--- src/rtl/pipeline_hazard_ctrl_if.sv ---
// Hazard-control bundle between the five-stage pipeline datapath and its
// central sequencer. The pipeline side (master) reports stage status and
// receives register enables/clears; the sequencer (slave) does the reverse.
interface pipeline_hazard_ctrl_if #(
  parameter int REG_ADDR_W = 5,
  parameter int CNT_W      = 16
);
  // Stage status from the datapath
  logic [REG_ADDR_W-1:0] ID_Rs;
  logic [REG_ADDR_W-1:0] ID_Rt;
  logic                  ID_UsesRs;
  logic                  ID_UsesRt;
  logic [REG_ADDR_W-1:0] EX_Dest;
  logic                  EX_IsLoad;
  logic                  MEM_IsBranch;
  logic                  MEM_Condition;
  logic                  MEM_Req;
  logic                  MEM_Ready;

  // Pipeline-register controls back to the datapath
  logic                  PC_En;
  logic                  PC_SelBranch;
  logic                  IFID_En;
  logic                  IDEX_En;
  logic                  EXMEM_En;
  logic                  MEMWB_En;
  logic                  IFID_Clr;
  logic                  IDEX_Clr;
  logic                  EXMEM_Clr;
  logic                  MEMWB_Clr;

  // Status and performance counters
  logic                  MemTimeout;
  logic [CNT_W-1:0]      StallCount;
  logic [CNT_W-1:0]      FlushCount;
  logic [1:0]            State;

  modport master (
    output ID_Rs, ID_Rt, ID_UsesRs, ID_UsesRt, EX_Dest, EX_IsLoad,
           MEM_IsBranch, MEM_Condition, MEM_Req, MEM_Ready,
    input  PC_En, PC_SelBranch, IFID_En, IDEX_En, EXMEM_En, MEMWB_En,
           IFID_Clr, IDEX_Clr, EXMEM_Clr, MEMWB_Clr,
           MemTimeout, StallCount, FlushCount, State
  );

  modport slave (
    input  ID_Rs, ID_Rt, ID_UsesRs, ID_UsesRt, EX_Dest, EX_IsLoad,
           MEM_IsBranch, MEM_Condition, MEM_Req, MEM_Ready,
    output PC_En, PC_SelBranch, IFID_En, IDEX_En, EXMEM_En, MEMWB_En,
           IFID_Clr, IDEX_Clr, EXMEM_Clr, MEMWB_Clr,
           MemTimeout, StallCount, FlushCount, State
  );
endinterface

--- src/rtl/pipeline_hazard_ctrl.sv ---
// Central hazard sequencer for the five-stage pipeline. Control outputs are
// Mealy (same-cycle) from the registered state and the stage status inputs.
// Priority: memory-wait freeze > taken-branch flush > load-use stall.
module pipeline_hazard_ctrl #(
  parameter int REG_ADDR_W = 5,
  parameter int CNT_W      = 16,
  parameter int WAIT_MAX   = 15
) (
  input  logic                  clock,
  input  logic                  reset,
  pipeline_hazard_ctrl_if.slave hz
);

  localparam int WC_W = (WAIT_MAX < 2) ? 1 : $clog2(WAIT_MAX + 1);
  localparam logic [WC_W-1:0] WAIT_LIM = WC_W'(WAIT_MAX);

  typedef enum logic [1:0] {
    RUN      = 2'b00,
    MEM_WAIT = 2'b01
  } state_e;

  state_e            state_q, state_d;
  logic [WC_W-1:0]   wait_q, wait_d;
  logic              timeout_q, timeout_d;
  logic [CNT_W-1:0]  stall_q, stall_d;
  logic [CNT_W-1:0]  flush_q, flush_d;

  logic memwait, taken, loaduse, freeze;
  logic stall_inc, flush_inc;

  logic pc_en, pc_sel, ifid_en, idex_en, exmem_en, memwb_en;
  logic ifid_clr, idex_clr, exmem_clr, memwb_clr;

  // Saturating increment for the performance counters: never wraps.
  function automatic logic [CNT_W-1:0] sat_inc(input logic [CNT_W-1:0] v,
                                               input logic inc);
    return (inc && (v != '1)) ? v + 1'b1 : v;
  endfunction

  assign memwait = hz.MEM_Req & ~hz.MEM_Ready;
  assign taken   = hz.MEM_IsBranch & hz.MEM_Condition;
  assign loaduse = hz.EX_IsLoad & (hz.EX_Dest != '0) &
                   ((hz.ID_UsesRs & (hz.ID_Rs == hz.EX_Dest)) |
                    (hz.ID_UsesRt & (hz.ID_Rt == hz.EX_Dest)));

  // In RUN a new memory wait freezes; in MEM_WAIT the freeze holds until Ready.
  assign freeze = (state_q == MEM_WAIT) ? ~hz.MEM_Ready : memwait;

  // Next-state and same-cycle pipeline controls, highest-priority hazard wins.
  always_comb begin
    pc_en     = 1'b1;
    pc_sel    = 1'b0;
    ifid_en   = 1'b1;
    idex_en   = 1'b1;
    exmem_en  = 1'b1;
    memwb_en  = 1'b1;
    ifid_clr  = 1'b0;
    idex_clr  = 1'b0;
    exmem_clr = 1'b0;
    memwb_clr = 1'b0;
    state_d   = state_q;
    wait_d    = wait_q;
    stall_inc = 1'b0;
    flush_inc = 1'b0;

    if (freeze) begin
      // Hold everything upstream of MEM; WB receives a bubble.
      pc_en     = 1'b0;
      ifid_en   = 1'b0;
      idex_en   = 1'b0;
      exmem_en  = 1'b0;
      memwb_clr = 1'b1;
      stall_inc = 1'b1;
      state_d   = MEM_WAIT;
      if (state_q == RUN) begin
        wait_d = WC_W'(1);
      end else if (wait_q != WAIT_LIM) begin
        wait_d = wait_q + 1'b1;
      end
    end else begin
      // Release (or no wait): branch/load-use resolution applies this cycle.
      state_d = RUN;
      if (taken) begin
        pc_sel    = 1'b1;
        ifid_clr  = 1'b1;
        idex_clr  = 1'b1;
        exmem_clr = 1'b1;
        flush_inc = 1'b1;
      end else if (loaduse) begin
        pc_en     = 1'b0;
        ifid_en   = 1'b0;
        idex_clr  = 1'b1;
        stall_inc = 1'b1;
      end
    end

    // Nothing moves while reset is held.
    if (!reset) begin
      pc_en     = 1'b0;
      pc_sel    = 1'b0;
      ifid_en   = 1'b0;
      idex_en   = 1'b0;
      exmem_en  = 1'b0;
      memwb_en  = 1'b0;
      ifid_clr  = 1'b0;
      idex_clr  = 1'b0;
      exmem_clr = 1'b0;
      memwb_clr = 1'b0;
    end
  end

  assign timeout_d = timeout_q | (freeze & (wait_d == WAIT_LIM));
  assign stall_d   = sat_inc(stall_q, stall_inc);
  assign flush_d   = sat_inc(flush_q, flush_inc);

  // State, wait counter, sticky timeout and performance counters.
  always_ff @(posedge clock or negedge reset) begin
    if (!reset) begin
      state_q   <= RUN;
      wait_q    <= '0;
      timeout_q <= 1'b0;
      stall_q   <= '0;
      flush_q   <= '0;
    end else begin
      state_q   <= state_d;
      wait_q    <= wait_d;
      timeout_q <= timeout_d;
      stall_q   <= stall_d;
      flush_q   <= flush_d;
    end
  end

  assign hz.PC_En        = pc_en;
  assign hz.PC_SelBranch = pc_sel;
  assign hz.IFID_En      = ifid_en;
  assign hz.IDEX_En      = idex_en;
  assign hz.EXMEM_En     = exmem_en;
  assign hz.MEMWB_En     = memwb_en;
  assign hz.IFID_Clr     = ifid_clr;
  assign hz.IDEX_Clr     = idex_clr;
  assign hz.EXMEM_Clr    = exmem_clr;
  assign hz.MEMWB_Clr    = memwb_clr;
  assign hz.MemTimeout   = timeout_q;
  assign hz.StallCount   = stall_q;
  assign hz.FlushCount   = flush_q;
  assign hz.State        = state_q;

endmodule

--- src/flat_wrapper.sv ---
// flat-port wrapper written by rule: the top's interface ports become plain ports
module pipeline_hazard_ctrl_flat 
#(
  parameter int REG_ADDR_W = 5,
  parameter int CNT_W      = 16,
  parameter int WAIT_MAX   = 15
)
  (clock, reset, hz_ID_Rs, hz_ID_Rt, hz_ID_UsesRs, hz_ID_UsesRt, hz_EX_Dest, hz_EX_IsLoad, hz_MEM_IsBranch, hz_MEM_Condition, hz_MEM_Req, hz_MEM_Ready, hz_PC_En, hz_PC_SelBranch, hz_IFID_En, hz_IDEX_En, hz_EXMEM_En, hz_MEMWB_En, hz_IFID_Clr, hz_IDEX_Clr, hz_EXMEM_Clr, hz_MEMWB_Clr, hz_MemTimeout, hz_StallCount, hz_FlushCount, hz_State);
  pipeline_hazard_ctrl_if #(.REG_ADDR_W(REG_ADDR_W), .CNT_W(CNT_W)) hz_i ();
  input  logic clock;
  input  logic reset;
  input wire logic [$bits(hz_i.ID_Rs)-1:0] hz_ID_Rs;
  input wire logic [$bits(hz_i.ID_Rt)-1:0] hz_ID_Rt;
  input wire logic [$bits(hz_i.ID_UsesRs)-1:0] hz_ID_UsesRs;
  input wire logic [$bits(hz_i.ID_UsesRt)-1:0] hz_ID_UsesRt;
  input wire logic [$bits(hz_i.EX_Dest)-1:0] hz_EX_Dest;
  input wire logic [$bits(hz_i.EX_IsLoad)-1:0] hz_EX_IsLoad;
  input wire logic [$bits(hz_i.MEM_IsBranch)-1:0] hz_MEM_IsBranch;
  input wire logic [$bits(hz_i.MEM_Condition)-1:0] hz_MEM_Condition;
  input wire logic [$bits(hz_i.MEM_Req)-1:0] hz_MEM_Req;
  input wire logic [$bits(hz_i.MEM_Ready)-1:0] hz_MEM_Ready;
  output wire logic [$bits(hz_i.PC_En)-1:0] hz_PC_En;
  output wire logic [$bits(hz_i.PC_SelBranch)-1:0] hz_PC_SelBranch;
  output wire logic [$bits(hz_i.IFID_En)-1:0] hz_IFID_En;
  output wire logic [$bits(hz_i.IDEX_En)-1:0] hz_IDEX_En;
  output wire logic [$bits(hz_i.EXMEM_En)-1:0] hz_EXMEM_En;
  output wire logic [$bits(hz_i.MEMWB_En)-1:0] hz_MEMWB_En;
  output wire logic [$bits(hz_i.IFID_Clr)-1:0] hz_IFID_Clr;
  output wire logic [$bits(hz_i.IDEX_Clr)-1:0] hz_IDEX_Clr;
  output wire logic [$bits(hz_i.EXMEM_Clr)-1:0] hz_EXMEM_Clr;
  output wire logic [$bits(hz_i.MEMWB_Clr)-1:0] hz_MEMWB_Clr;
  output wire logic [$bits(hz_i.MemTimeout)-1:0] hz_MemTimeout;
  output wire logic [$bits(hz_i.StallCount)-1:0] hz_StallCount;
  output wire logic [$bits(hz_i.FlushCount)-1:0] hz_FlushCount;
  output wire logic [$bits(hz_i.State)-1:0] hz_State;
  assign hz_i.ID_Rs = hz_ID_Rs;
  assign hz_i.ID_Rt = hz_ID_Rt;
  assign hz_i.ID_UsesRs = hz_ID_UsesRs;
  assign hz_i.ID_UsesRt = hz_ID_UsesRt;
  assign hz_i.EX_Dest = hz_EX_Dest;
  assign hz_i.EX_IsLoad = hz_EX_IsLoad;
  assign hz_i.MEM_IsBranch = hz_MEM_IsBranch;
  assign hz_i.MEM_Condition = hz_MEM_Condition;
  assign hz_i.MEM_Req = hz_MEM_Req;
  assign hz_i.MEM_Ready = hz_MEM_Ready;
  assign hz_PC_En = hz_i.PC_En;
  assign hz_PC_SelBranch = hz_i.PC_SelBranch;
  assign hz_IFID_En = hz_i.IFID_En;
  assign hz_IDEX_En = hz_i.IDEX_En;
  assign hz_EXMEM_En = hz_i.EXMEM_En;
  assign hz_MEMWB_En = hz_i.MEMWB_En;
  assign hz_IFID_Clr = hz_i.IFID_Clr;
  assign hz_IDEX_Clr = hz_i.IDEX_Clr;
  assign hz_EXMEM_Clr = hz_i.EXMEM_Clr;
  assign hz_MEMWB_Clr = hz_i.MEMWB_Clr;
  assign hz_MemTimeout = hz_i.MemTimeout;
  assign hz_StallCount = hz_i.StallCount;
  assign hz_FlushCount = hz_i.FlushCount;
  assign hz_State = hz_i.State;
  pipeline_hazard_ctrl #(.REG_ADDR_W(REG_ADDR_W), .CNT_W(CNT_W), .WAIT_MAX(WAIT_MAX)) u_core (.clock(clock), .reset(reset), .hz(hz_i));
endmodule
--- config.mk ---
export PLATFORM = sky130hd
export DESIGN_NAME = pipeline_hazard_ctrl_flat
export DESIGN_NICKNAME = d
export VERILOG_FILES = /design/src/rtl/pipeline_hazard_ctrl_if.sv /design/src/rtl/pipeline_hazard_ctrl.sv /design/src/flat_wrapper.sv
export SDC_FILE = /design/constraint.sdc
export NUM_CORES = 1
export LEC_CHECK = 0
export ABC_AREA = 0
export CAP_MARGIN = 20
export CORE_MARGIN = 2
export CORE_UTILIZATION = 45
export CTS_CLUSTER_SIZE = 16
export DETAILED_ROUTE_END_ITERATION = 12
export MAX_ROUTING_LAYER = met4
export PLACE_DENSITY = 0.79
export RECOVER_POWER = 50
export SLEW_MARGIN = 20
export SYNTH_ARGS = -nofsm -noshare
export SYNTH_HDL_FRONTEND = slang
export SYNTH_SLANG_ARGS = --single-unit
--- constraint.sdc ---
create_clock -name clock -period 3.7 [get_ports clock]
set_input_delay 0.74 -clock clock [delete_from_list [all_inputs] [get_ports clock]]
set_output_delay 0.74 -clock clock [all_outputs]
set_load 0.02 [all_outputs]
Word-level counts from Yosys, hierarchy flattened. Index checks and enable logic that the tools add are counted.

Input port bits: 24. Register bits: 38. Output and inout bits: 45.

Muxes and demuxes: 23. Add/subtract/negate cells: 3. Equal/unequal tests: 7. Bitwise gates (word level): 10. Reductions and logical operators: 4.

Operators by type and width (count): 16-bit by 1-bit adder with 16-bit output (second input constant) (2); 16-bit inequality test (second input constant) (2); 1-bit two-way mux (20); 4-bit two-way mux (3); 5-bit equality test (2); 1-bit bitwise AND (7); 5-bit nonzero test (1); 4-bit by 1-bit adder with 4-bit output (second input constant) (1); 4-bit equality test (second input constant) (1); 4-bit inequality test (second input constant) (1); 1-bit logical AND (2); 2-bit zero test (1); 1-bit OR (2); 1-bit equality test (second input constant) (1); 1-bit NOT (1).

Longest topological paths before layout. Gate-level depths: netlist of run 1.

Word-level depth: 8. Mapped depth: 8.

Worst setup path after synthesis of run 1. No wires, ideal clock.

Path type: input to output. Start: in hz_EX_Dest[0]. End: out hz_PC_En. Stages on the path: 6. Arrival: 2.112 ns. Setup slack: 0.848 ns. Data required time: 2.960 ns. Path through: or4_1 > o21ai_1 > nand2b_1 > a21oi_1 > nor2_1 > buf_4.

Longest elaborated chain between the ends: 8. Elaborated cells on any way between the ends: 12. Those cells by class: eq/ne: 2; mux: 4; bitwise: 5; reduce/logical: 1.

RTL lines: start, declared (RTL line flat_wrapper.sv:16) `input wire logic [$bits(hz_i.EX_Dest)-1:0] hz_EX_Dest;`; 5-bit equality test (on tied branches) (RTL line pipeline_hazard_ctrl.sv:43, pipeline_hazard_ctrl.sv:44); 1-bit bitwise AND (on tied branches) (RTL line pipeline_hazard_ctrl.sv:43, pipeline_hazard_ctrl.sv:44); 1-bit OR (RTL line pipeline_hazard_ctrl.sv:43) `((hz.ID_UsesRs & (hz.ID_Rs == hz.EX_Dest)) |`; 1-bit bitwise AND (*) (RTL line pipeline_hazard_ctrl.sv:42) `assign loaduse = hz.EX_IsLoad & (hz.EX_Dest != '0) &`; 1-bit two-way mux (*) (4 in a row); end, declared (RTL line flat_wrapper.sv:22) `output wire logic [$bits(hz_i.PC_En)-1:0] hz_PC_En;`.

Every way passes the cells marked *; elsewhere a longest branch is shown, timed or not.

Final worst setup path of run 1.
Start: in hz_MEM_Req. End: out hz_PC_SelBranch.

Longest elaborated chain between the ends: 4.

RTL lines: start, declared (RTL line flat_wrapper.sv:20) `input wire logic [$bits(hz_i.MEM_Req)-1:0] hz_MEM_Req;`; 1-bit bitwise AND (RTL line pipeline_hazard_ctrl.sv:40) `assign memwait = hz.MEM_Req & ~hz.MEM_Ready;`; 1-bit two-way mux (RTL line pipeline_hazard_ctrl.sv:47) `assign freeze = (state_q == MEM_WAIT) ? ~hz.MEM_Ready : memwait;`; 1-bit two-way mux (RTL line pipeline_hazard_ctrl.sv:66) `if (freeze) begin`; 1-bit two-way mux (RTL line pipeline_hazard_ctrl.sv:98) `if (!reset) begin`; end, declared (RTL line flat_wrapper.sv:23) `output wire logic [$bits(hz_i.PC_SelBranch)-1:0] hz_PC_SelBranch;`.

Every way passes these cells.

==> results by group, run 1 <==
Run status
  • Outcome: completed

Synthesis
  • Number of enable flip-flop cells after synthesis: 0
  • Syn_area_per_cell: 9.798 um2
  • Yosys cell types: 33
  • Post-synthesis sequential area ratio: 46.88%
  • Area share of the leading cell type in the synthesized netlist: 46.88%
  • Post-Syn Instances: 207
  • Synth Flop Type: dfrtp_1
  • #FFs+latches synth: 38
  • Post-Syn Nets: 234
  • Synth area leader: dfrtp_1
  • Synth cell count leaders: dfrtp_1 (38), nand2_1 (22), xnor2_1 (20), xor2_1 (20), nor2_1 (17)
  • Ys Warns: 0
  • Area contributors post-synth: dfrtp_1 (47%), xnor2_1 (8.6%), xor2_1 (8.6%), nand2_1 (4.1%), nand3_1 (3.5%)
  • Synthesized area: 2028 um2
  • Post-synthesis async set-or-reset flop share: 100.0%
  • Count leader, synth: dfrtp_1

Routing
  • WL final: 4621 um
  • DRC errors left: 0
  • Via Count: 1,701
  • First-pass iteration count of the detailed router: 4
  • Vias/cell: 5.139
  • DRT iter0 DRCs: 47
  • Wire length per cell: 13.96 um
  • Final ANT Viol Nets: 0

CTS
  • Setup bufs post-CTS: 0
  • H-Tree Level Count: 2
  • Clk buf depth: 2
  • Clk slew on worst S/H paths: 0.07 ns
  • CTS tree: yes
  • Root buf cell: clkbuf_8
  • Clock latency at the later pin of the worst-skew pair: 0.28 ns
  • TritonCTS sink count: 38
  • Inserted Clock Buffers: 5

Floorplanning
  • Core area: 4354 um2
  • Starting Density: 46.58%
  • Top Ports: 69
  • Die area: 5060 um2
  • Chip height: 71.14 um
  • Row cnt: 24
  • Die width: 71.14 um

Critical path
  • Critical-path top delay cell: clkdlybuf4s50_1
  • R2R depth: 6
  • WS Path Type: primary input to primary output
  • CP Cell Sequence: dlygate4sd3_1, o21bai_1, nand2_1, nor2_1, clkdlybuf4s50_1
  • WP data required: 2.96 ns
  • CP bufs+invs: 2
  • CP max stage delay: 0.65 ns
  • Crit-path max FO: 5
  • CP top delay family: buffers and inverters
  • Critical path arrival: 2.78 ns
  • CP Depth: 5
  • Crit end category: primary output
  • CP Launch Type: primary input

Timing
  • Final hold violations: 0
  • Clock skew: 0.007256 ns
  • Worst Max-Slew Pin Slew: 1.054 ns
  • Worst rel slew slack: 29.71%
  • TNS Setup: 0 ns
  • Final Slew Violations: 0
  • Final setup viols: 0
  • Max Freq: 0.2843 GHz
  • RSZ-0062 raised after global routing: false
  • Fin crit period: 3.517 ns
  • Fin crit share: 95.05%

Min path
  • Worst Hold Depth: 1
  • Hold/Removal Path Class: register to register

Place
  • GP Congestion: 0.7928
  • Port Buffers: 67
  • Final HPWL DP: 3571 um

Finish
  • Multi-input gate area: 979.7 um2
  • Layout Nets: 305
  • Flip-flop and latch area: 950.9 um2
  • Layout cells sized above 1: 4.659%
  • Filler instances: 355
  • Fin util: 65.69%
  • N_diodes: 0
  • Synthesis-to-finish area growth: 41.02%

GRT
  • Vias in the first global route: 1,599
  • Largest net degree at the start of global routing: 21
  • Total GRT Usage: 19.01%
  • Initial antenna violation count: 0
  • First-pass GRT wire length: 7355 um
  • Gr ovfl total: 0

Pwr
  • Leak: 0.001275 uW
  • Power Density: 529.1 nW/um2
  • VDD IR max: 0.0005946 V

Run
  • Max Cap Violations: 0
==> area by class of cell <==
| cell class | count | share of cell area (%) |
|---|---|---|
| multi-input combinational | 154 | 34.25 |
| sequential | 38 | 33.25 |
| timing repair buffer | 71 | 24.19 |
| clock buffer | 6 | 2.887 |
| tap | 52 | 2.275 |
| clock inverter | 2 | 2.100 |
| inverter | 8 | 1.050 |
==> flip-flops by register name, summed over array words and instances, names as in the netlist <==
register,cells
u_core.wait_q,4
u_core.hz.State,1
u_core.hz.FlushCount,16
u_core.hz.MemTimeout,1
u_core.hz.StallCount,16
==> layout by cell type (no fill, tap or decap), drive strengths merged, types with 4 or more instances in the layout <==
cell	synthesis	final
a21oi	7	7
clkbuf	0	9
clkdlybuf4s50	0	48
dfrtp	38	38
dlygate4sd3	0	16
inv	8	8
nand2	22	22
nand3	14	14
nand4	9	9
nor2	17	17
nor3	11	11
nor4	5	5
o21ai	4	4
xnor2	20	20
xor2	20	20
==> metrics by stage <==
| step | power, uW | area (um2) | worst slack, ns | instances | hold slack [ns] |
|---|---|---|---|---|---|
| 2_1_floorplan | 859.5 | 2028 | 0.8477 | 207 | 0.4444 |
| 3_3_place_gp | 1090 | 2733 | 0.1209 | 323 | 0.4712 |
| 3_5_place_dp | 1105 | 2733 | 0.05796 | 323 | 0.4801 |
| 4_1_cts | 1541 | 2875 | 0.05829 | 331 | 0.4971 |
| 5_1_grt | 1586 | 2860 | 0.05721 | 331 | 0.5091 |
| 6_report | 1513 | 2860 | 0.1831 | 331 | 0.4850 |
==> cells by family after synthesis <==
family	Yosys count	synth area share, %
multiplexers	3	1.666
buffers and inverters	15	4.256
XOR/XNOR	40	17.27
AND/OR/NAND/NOR	88	20.97
flip-flops	38	46.88
AO/OA/AOI/OAI	19	6.910
adder cells (fa/ha/maj)	3	1.851
other	1	0.1849
==> repair_timing <==
item / in CTS / in global routing
gates resized for setup: 0 / 2
hold buffers: 0 / 0
setup endpoints to repair: 0 / 2
==> power breakdown <==
group / switching (uW) / leakage [uW] / internal (uW)
clock network: 141 / 0.0000714 / 288
registers: 114 / 0.000481 / 498
logic: 240 / 0.000722 / 232
==> metal layers <==
layer  up-vias  global-route usage (%)  routed length (um)
met5         -                       -                   0
met1       806                   24.28                2109
li1        849                       -                   -
met3         8                   4.416                 165
met4         0                   5.451                  64
met2        38                   30.43                2282
==> path summary, 6_finish.rpt <==
| path | startpoint | end | slack, ns |
|---|---|---|---|
| hold reg to reg | u_core.hz.MemTimeout | u_core.hz.MemTimeout | 0.48 |
| setup reg to reg | u_core.hz.StallCount[0] | u_core.hz.StallCount[1] | 1.38 |
| min in group asynchronous | reset | u_core.hz.StallCount[8] | 0.90 |
| setup / recovery | hz_MEM_Req | hz_PC_SelBranch | 0.18 |
| max in group asynchronous | reset | u_core.hz.FlushCount[2] | 2.16 |
| hold / removal | u_core.hz.MemTimeout | u_core.hz.MemTimeout | 0.48 |
Note: power is estimated with default switching activity, not from simulation.
==> run 2, diff against run 1 <==
--- a/config.mk
+++ b/config.mk
@@ -8,11 +8,11 @@
 export ABC_AREA = 0
 export CAP_MARGIN = 20
 export CORE_MARGIN = 2
-export CORE_UTILIZATION = 45
+export CORE_UTILIZATION = 49
 export CTS_CLUSTER_SIZE = 16
 export DETAILED_ROUTE_END_ITERATION = 12
 export MAX_ROUTING_LAYER = met4
-export PLACE_DENSITY = 0.79
+export PLACE_DENSITY = 0.85
 export RECOVER_POWER = 50
 export SLEW_MARGIN = 20
 export SYNTH_ARGS = -nofsm -noshare
==> run 2 against run 1 <==
  * Fmax shrank 1.0%
  * Routed wire length grew 4.4%
  * Total power shrank 5.2%
==> results by group, run 2 (synthesis gave the netlist of run 1 again) <==
Run status
  • Outcome: completed

Run
  • Max Cap Violations: 0

Finish
  • Layout cells sized above 1: 4.332%
  • Commonest non-fill, non-tap cell in the layout: clkdlybuf4s50_1
  • Most frequent cells in the layout: clkdlybuf4s50_1 (48), dfrtp_1 (38), nand2_1 (22)
  • N_diodes: 0
  • Synthesis-to-finish area growth: 39.24%
  • Final non-filler cell total: 327
  • Layout Nets: 304

Critical path
  • Crit end category: primary output
  • CP endpoint: hz_PC_SelBranch
  • R2R Setup Slk: 1.44 ns
  • WP data required: 2.96 ns
  • Crit-path max FO: 5
  • R2R depth: 6
  • Crit path from: hz_MEM_Req
  • CP Cell Sequence: dlygate4sd3_1, o21bai_1, nand2_1, nor2_1, clkdlybuf4s50_1
  • Critical-path top delay cell: clkdlybuf4s50_1
  • Critical path arrival: 2.81 ns
  • CP max stage delay: 0.67 ns
  • Worst reg2reg path startpoint: u_core.hz.State[0]
  • Worst reg2reg endpoint: u_core.hz.FlushCount[13]
  • WS Path Type: primary input to primary output
  • CP Launch Type: primary input

CTS
  • Clock latency at the later pin of the worst-skew pair: 0.29 ns
  • Clk buf depth: 2
  • Setup bufs post-CTS: 0
  • H-Tree Level Count: 2
  • Clk slew on worst S/H paths: 0.07 ns
  • Root buf cell: clkbuf_8
  • CTS tree: yes
  • TritonCTS sink count: 38
  • Inserted Clock Buffers: 5

Routing
  • DRC errors left: 0
  • Final ANT Viol Nets: 0
  • DRT iter0 DRCs: 150
  • Via Count: 1,742
  • Vias/cell: 5.327
  • WL final: 4823 um
  • First-pass iteration count of the detailed router: 4
  • Wire length per cell: 14.75 um

Floorplanning
  • Core area: 4000 um2
  • Top Ports: 69
  • Row cnt: 23
  • Starting Density: 50.70%
  • Die width: 68.34 um
  • Chip height: 68.34 um
  • Die area: 4670 um2

GRT
  • First-pass GRT wire length: 8107 um
  • Gr ovfl total: 0
  • Vias in the first global route: 1,722
  • Total GRT Usage: 24.65%
  • Largest net degree at the start of global routing: 27
  • Initial antenna violation count: 0

Pwr
  • Total power: 1435 uW
  • Power Density: 508.2 nW/um2
  • VDD IR max: 0.0003963 V
  • Leak: 0.001264 uW

Timing
  • Setup ws final: 0.1472 ns
  • Final hold violations: 0
  • Worst rel slew slack: 8.171%
  • Max Freq: 0.2815 GHz
  • Worst Max-Slew Pin Slew: 1.377 ns
  • Clock skew: 0.005029 ns
  • TNS Setup: 0 ns
  • Final Slew Violations: 0
  • Final setup viols: 0
  • Fin crit period: 3.553 ns
  • Fin crit share: 96.02%
  • RSZ-0062 raised after global routing: false

Place
  • Dpl ws: 0.07526 ns
  • Port Buffers: 67
  • # placed instances: 320
  • GP Congestion: 0.7940
  • Final HPWL DP: 3545 um

Min path
  • Min-delay src: u_core.hz.MemTimeout
  • Hold/Removal Path Class: register to register
run 2: where the power goes:
part           leakage [uW]  internal (uW)  switching (uW)  total (uW)
sequential         0.000481            498             113         611
clock             0.0000573            216             138         354
combinational      0.000725            231             240         471
run 2: cell type report:
| class | count | area, um2 |
|---|---|---|
| well taps | 50 | 62.56 |
| clock buffers | 6 | 82.58 |
| inverters | 8 | 30.03 |
| fillers | 325 | 1176 |
| multi-input cells | 154 | 979.7 |
| clock inverters | 1 | 30.03 |
| flip-flops and latches | 38 | 950.9 |
| repair buffers | 70 | 688.2 |
run 2: layer usage:
metal,GRT usage (%),up-vias,part of all wire [%]
met2,38.11,45,49
met3,6.743,10,5.0
met1,30.75,846,43
met4,9.750,0,2.5
li1,-,841,-
met5,-,-,0
run 2: stage by stage:
stage	utilization, %	instance area, um2	hold WS, ns
final	70.60	2824	0.4836
after detailed placement	68.06	2723	0.4665
after floorplan	-	2028	0.4444
after global placement	68.06	2723	0.4561
after CTS	70.88	2835	0.3540
after global routing	70.60	2824	0.5200
run 2: critical path: cells and delay by family:
family          cells  cell delay (ns)
compound gates      1             0.39
simple gates        2             0.46
buf+inv             2             1.22
run 2: worst min-delay path by stage:
stage / end / cells past startpoint
3_3_place_gp: u_core.hz.MemTimeout / 1
5_1_grt: u_core.hz.FlushCount[12] / 1
4_1_cts: u_core.wait_q[1] / 1
2_1_floorplan: u_core.hz.FlushCount[0] / 0
6_report: u_core.hz.MemTimeout / 1
3_5_place_dp: u_core.hz.MemTimeout / 1
run 2: what timing repair did:
| item | in CTS | in global routing |
|---|---|---|
| hold buffers | 0 | 0 |
| setup endpoints to repair | 0 | 2 |
| resized for setup | 0 | 2 |
==> run 3, diff against run 2 <==
--- a/config.mk
+++ b/config.mk
@@ -9,11 +9,11 @@
 export CAP_MARGIN = 20
 export CORE_MARGIN = 2
 export CORE_UTILIZATION = 49
-export CTS_CLUSTER_SIZE = 16
 export DETAILED_ROUTE_END_ITERATION = 12
 export MAX_ROUTING_LAYER = met4
 export PLACE_DENSITY = 0.85
 export RECOVER_POWER = 50
+export SETUP_SLACK_MARGIN = 0.3
 export SLEW_MARGIN = 20
 export SYNTH_ARGS = -nofsm -noshare
 export SYNTH_HDL_FRONTEND = slang
==> run 3 against run 2 <==
  * Combinational power is essentially flat
  * Register-to-register slack is essentially flat
  * Die area is the same
  * Non-clock buffer count is the same
  * Clock skew is essentially flat
  * Via count shrank 0.63%
  * Total power shrank 0.11%
  * Critical path depth is the same
  * Routed wire length shrank 1.1%
==> results by group, run 3 (synthesis gave the netlist of run 1 again) <==
Run status
  • Outcome: completed

Finish
  • Commonest non-fill, non-tap cell in the layout: clkdlybuf4s50_1
  • Most frequent cells in the layout: clkdlybuf4s50_1 (48), dfrtp_1 (38), nand2_1 (22)
  • Layout cells sized above 1: 5.054%
  • Layout Nets: 304
  • Synthesis-to-finish area growth: 38.43%
  • N_diodes: 0
  • Fin util: 70.19%

Critical path
  • Crit end category: primary output
  • R2R Setup Slk: 1.44 ns
  • WP data required: 2.96 ns
  • Crit-path max FO: 5
  • Critical path arrival: 2.63 ns
  • WS Path Type: primary input to primary output
  • CP Launch Type: primary input

Routing
  • DRT iter0 DRCs: 155
  • DRC errors left: 0
  • Final ANT Viol Nets: 0
  • Wire length per cell: 14.59 um
  • WL final: 4770 um
  • Vias/cell: 5.294
  • Via Count: 1,731
  • First-pass iteration count of the detailed router: 4

GRT
  • Vias in the first global route: 1,722
  • Initial antenna violation count: 0
  • Largest net degree at the start of global routing: 27
  • Gr ovfl total: 0
  • First-pass GRT wire length: 8107 um
  • Total GRT Usage: 24.65%

Min path
  • Hold/Removal Path Class: register to register

Place
  • Dpl ws: 0.07526 ns
  • GP Congestion: 0.7940
  • Final HPWL DP: 3545 um
  • Port Buffers: 67

Floorplanning
  • Row cnt: 23
  • Top Ports: 69
  • Die area: 4670 um2
  • Core area: 4000 um2
  • Die width: 68.34 um
  • Starting Density: 50.70%
  • Chip height: 68.34 um

Run
  • Max Cap Violations: 0

Timing
  • Final hold violations: 0
  • Fin crit period: 3.370 ns
  • Clock skew: 0.004765 ns
  • Final Slew Violations: 0
  • Final setup viols: 0
  • TNS Setup: 0 ns
  • Fin crit share: 91.08%
  • RSZ-0062 raised after global routing: false
  • Setup ws final: 0.3302 ns
  • Worst Max-Slew Pin Slew: 1.376 ns
  • Max Freq: 0.2968 GHz
  • Worst rel slew slack: 8.268%

Pwr
  • Leak: 0.001244 uW
  • VDD IR max: 0.0003963 V
  • Power Density: 510.6 nW/um2

CTS
  • Clk slew on worst S/H paths: 0.07 ns
  • H-Tree Level Count: 2
  • Root buf cell: clkbuf_8
  • Clock latency at the later pin of the worst-skew pair: 0.29 ns
  • TritonCTS sink count: 38
  • Inserted Clock Buffers: 5
  • CTS tree: yes
  • Clk buf depth: 2
  • Setup bufs post-CTS: 0
  • Hold-fix buffers at CTS: 0
[run 3: cell count changes in the layout (fill, tap and decap cells not counted)]
cell            previous run  this run
dlygate4sd3_1             16        15
clkbuf_2                   0         2
dlymetal6s2s_1             2         0
dlygate4sd2_1              0         1
[run 3: layout make-up]
cell class / count / area (um2)
Fill cell: 326 / 1192
Multi-Input combinational cell: 154 / 979.7
Sequential cell: 38 / 950.9
Timing Repair Buffer: 70 / 671.9
Clock buffer: 6 / 82.58
Tap cell: 50 / 62.56
Clock inverter: 1 / 30.03
Inverter: 8 / 30.03
[run 3: what timing repair did]
action	in CTS	in global routing
setup endpoints to repair	3	2
pin swaps	0	0
gates resized for setup	3	4
[run 3: through the flow]
| stage | instances | power, uW | instance area, um2 | hold slack, ns |
|---|---|---|---|---|
| 3_3_place_gp | 320 | 1088 | 2723 | 0.4561 |
| 5_1_grt | 327 | 1527 | 2808 | 0.5200 |
| 3_5_place_dp | 320 | 1099 | 2723 | 0.4665 |
| 4_1_cts | 327 | 1458 | 2831 | 0.3540 |
| 6_report | 327 | 1434 | 2808 | 0.4791 |
| 2_1_floorplan | 207 | 859.5 | 2028 | 0.4444 |
[run 3: where the power goes]
group	leakage, uW	total [uW]	internal (uW)	switching [uW]
sequential	0.000481	611	498	113
clock	0.0000573	354	216	138
combinational	0.000706	469	230	239
[run 3: path summary, 6_finish.rpt]
| check | start | endpoint | cells past startpoint |
|---|---|---|---|
| setup reg to reg | u_core.hz.State[0] | u_core.hz.FlushCount[13] | 6 |
| max in group asynchronous | reset | u_core.hz.StallCount[8] | 2 |
| min in group asynchronous | reset | u_core.hz.FlushCount[11] | 1 |
| hold / removal | u_core.hz.MemTimeout | u_core.hz.MemTimeout | 1 |
| setup / recovery | hz_MEM_Req | hz_IFID_Clr | 5 |
| hold reg to reg | u_core.hz.MemTimeout | u_core.hz.MemTimeout | 1 |
[run 3: critical path, stage by stage]
cell             delay (ns)
clkdlybuf4s50_1        0.42
o21bai_1               0.39
nand2_1                0.18
nor2_1                 0.24
clkdlybuf4s50_1        0.65
[run 3: metal layers]
layer  share of wire [%]  global-route usage, %  vias to the layer above
li1                    -                      -                      842
met4                 2.5                  9.750                        0
met2                  49                  38.11                       45
met1                  43                  30.75                      834
met3                 5.1                  6.743                       10
met5                   0                      -                        -
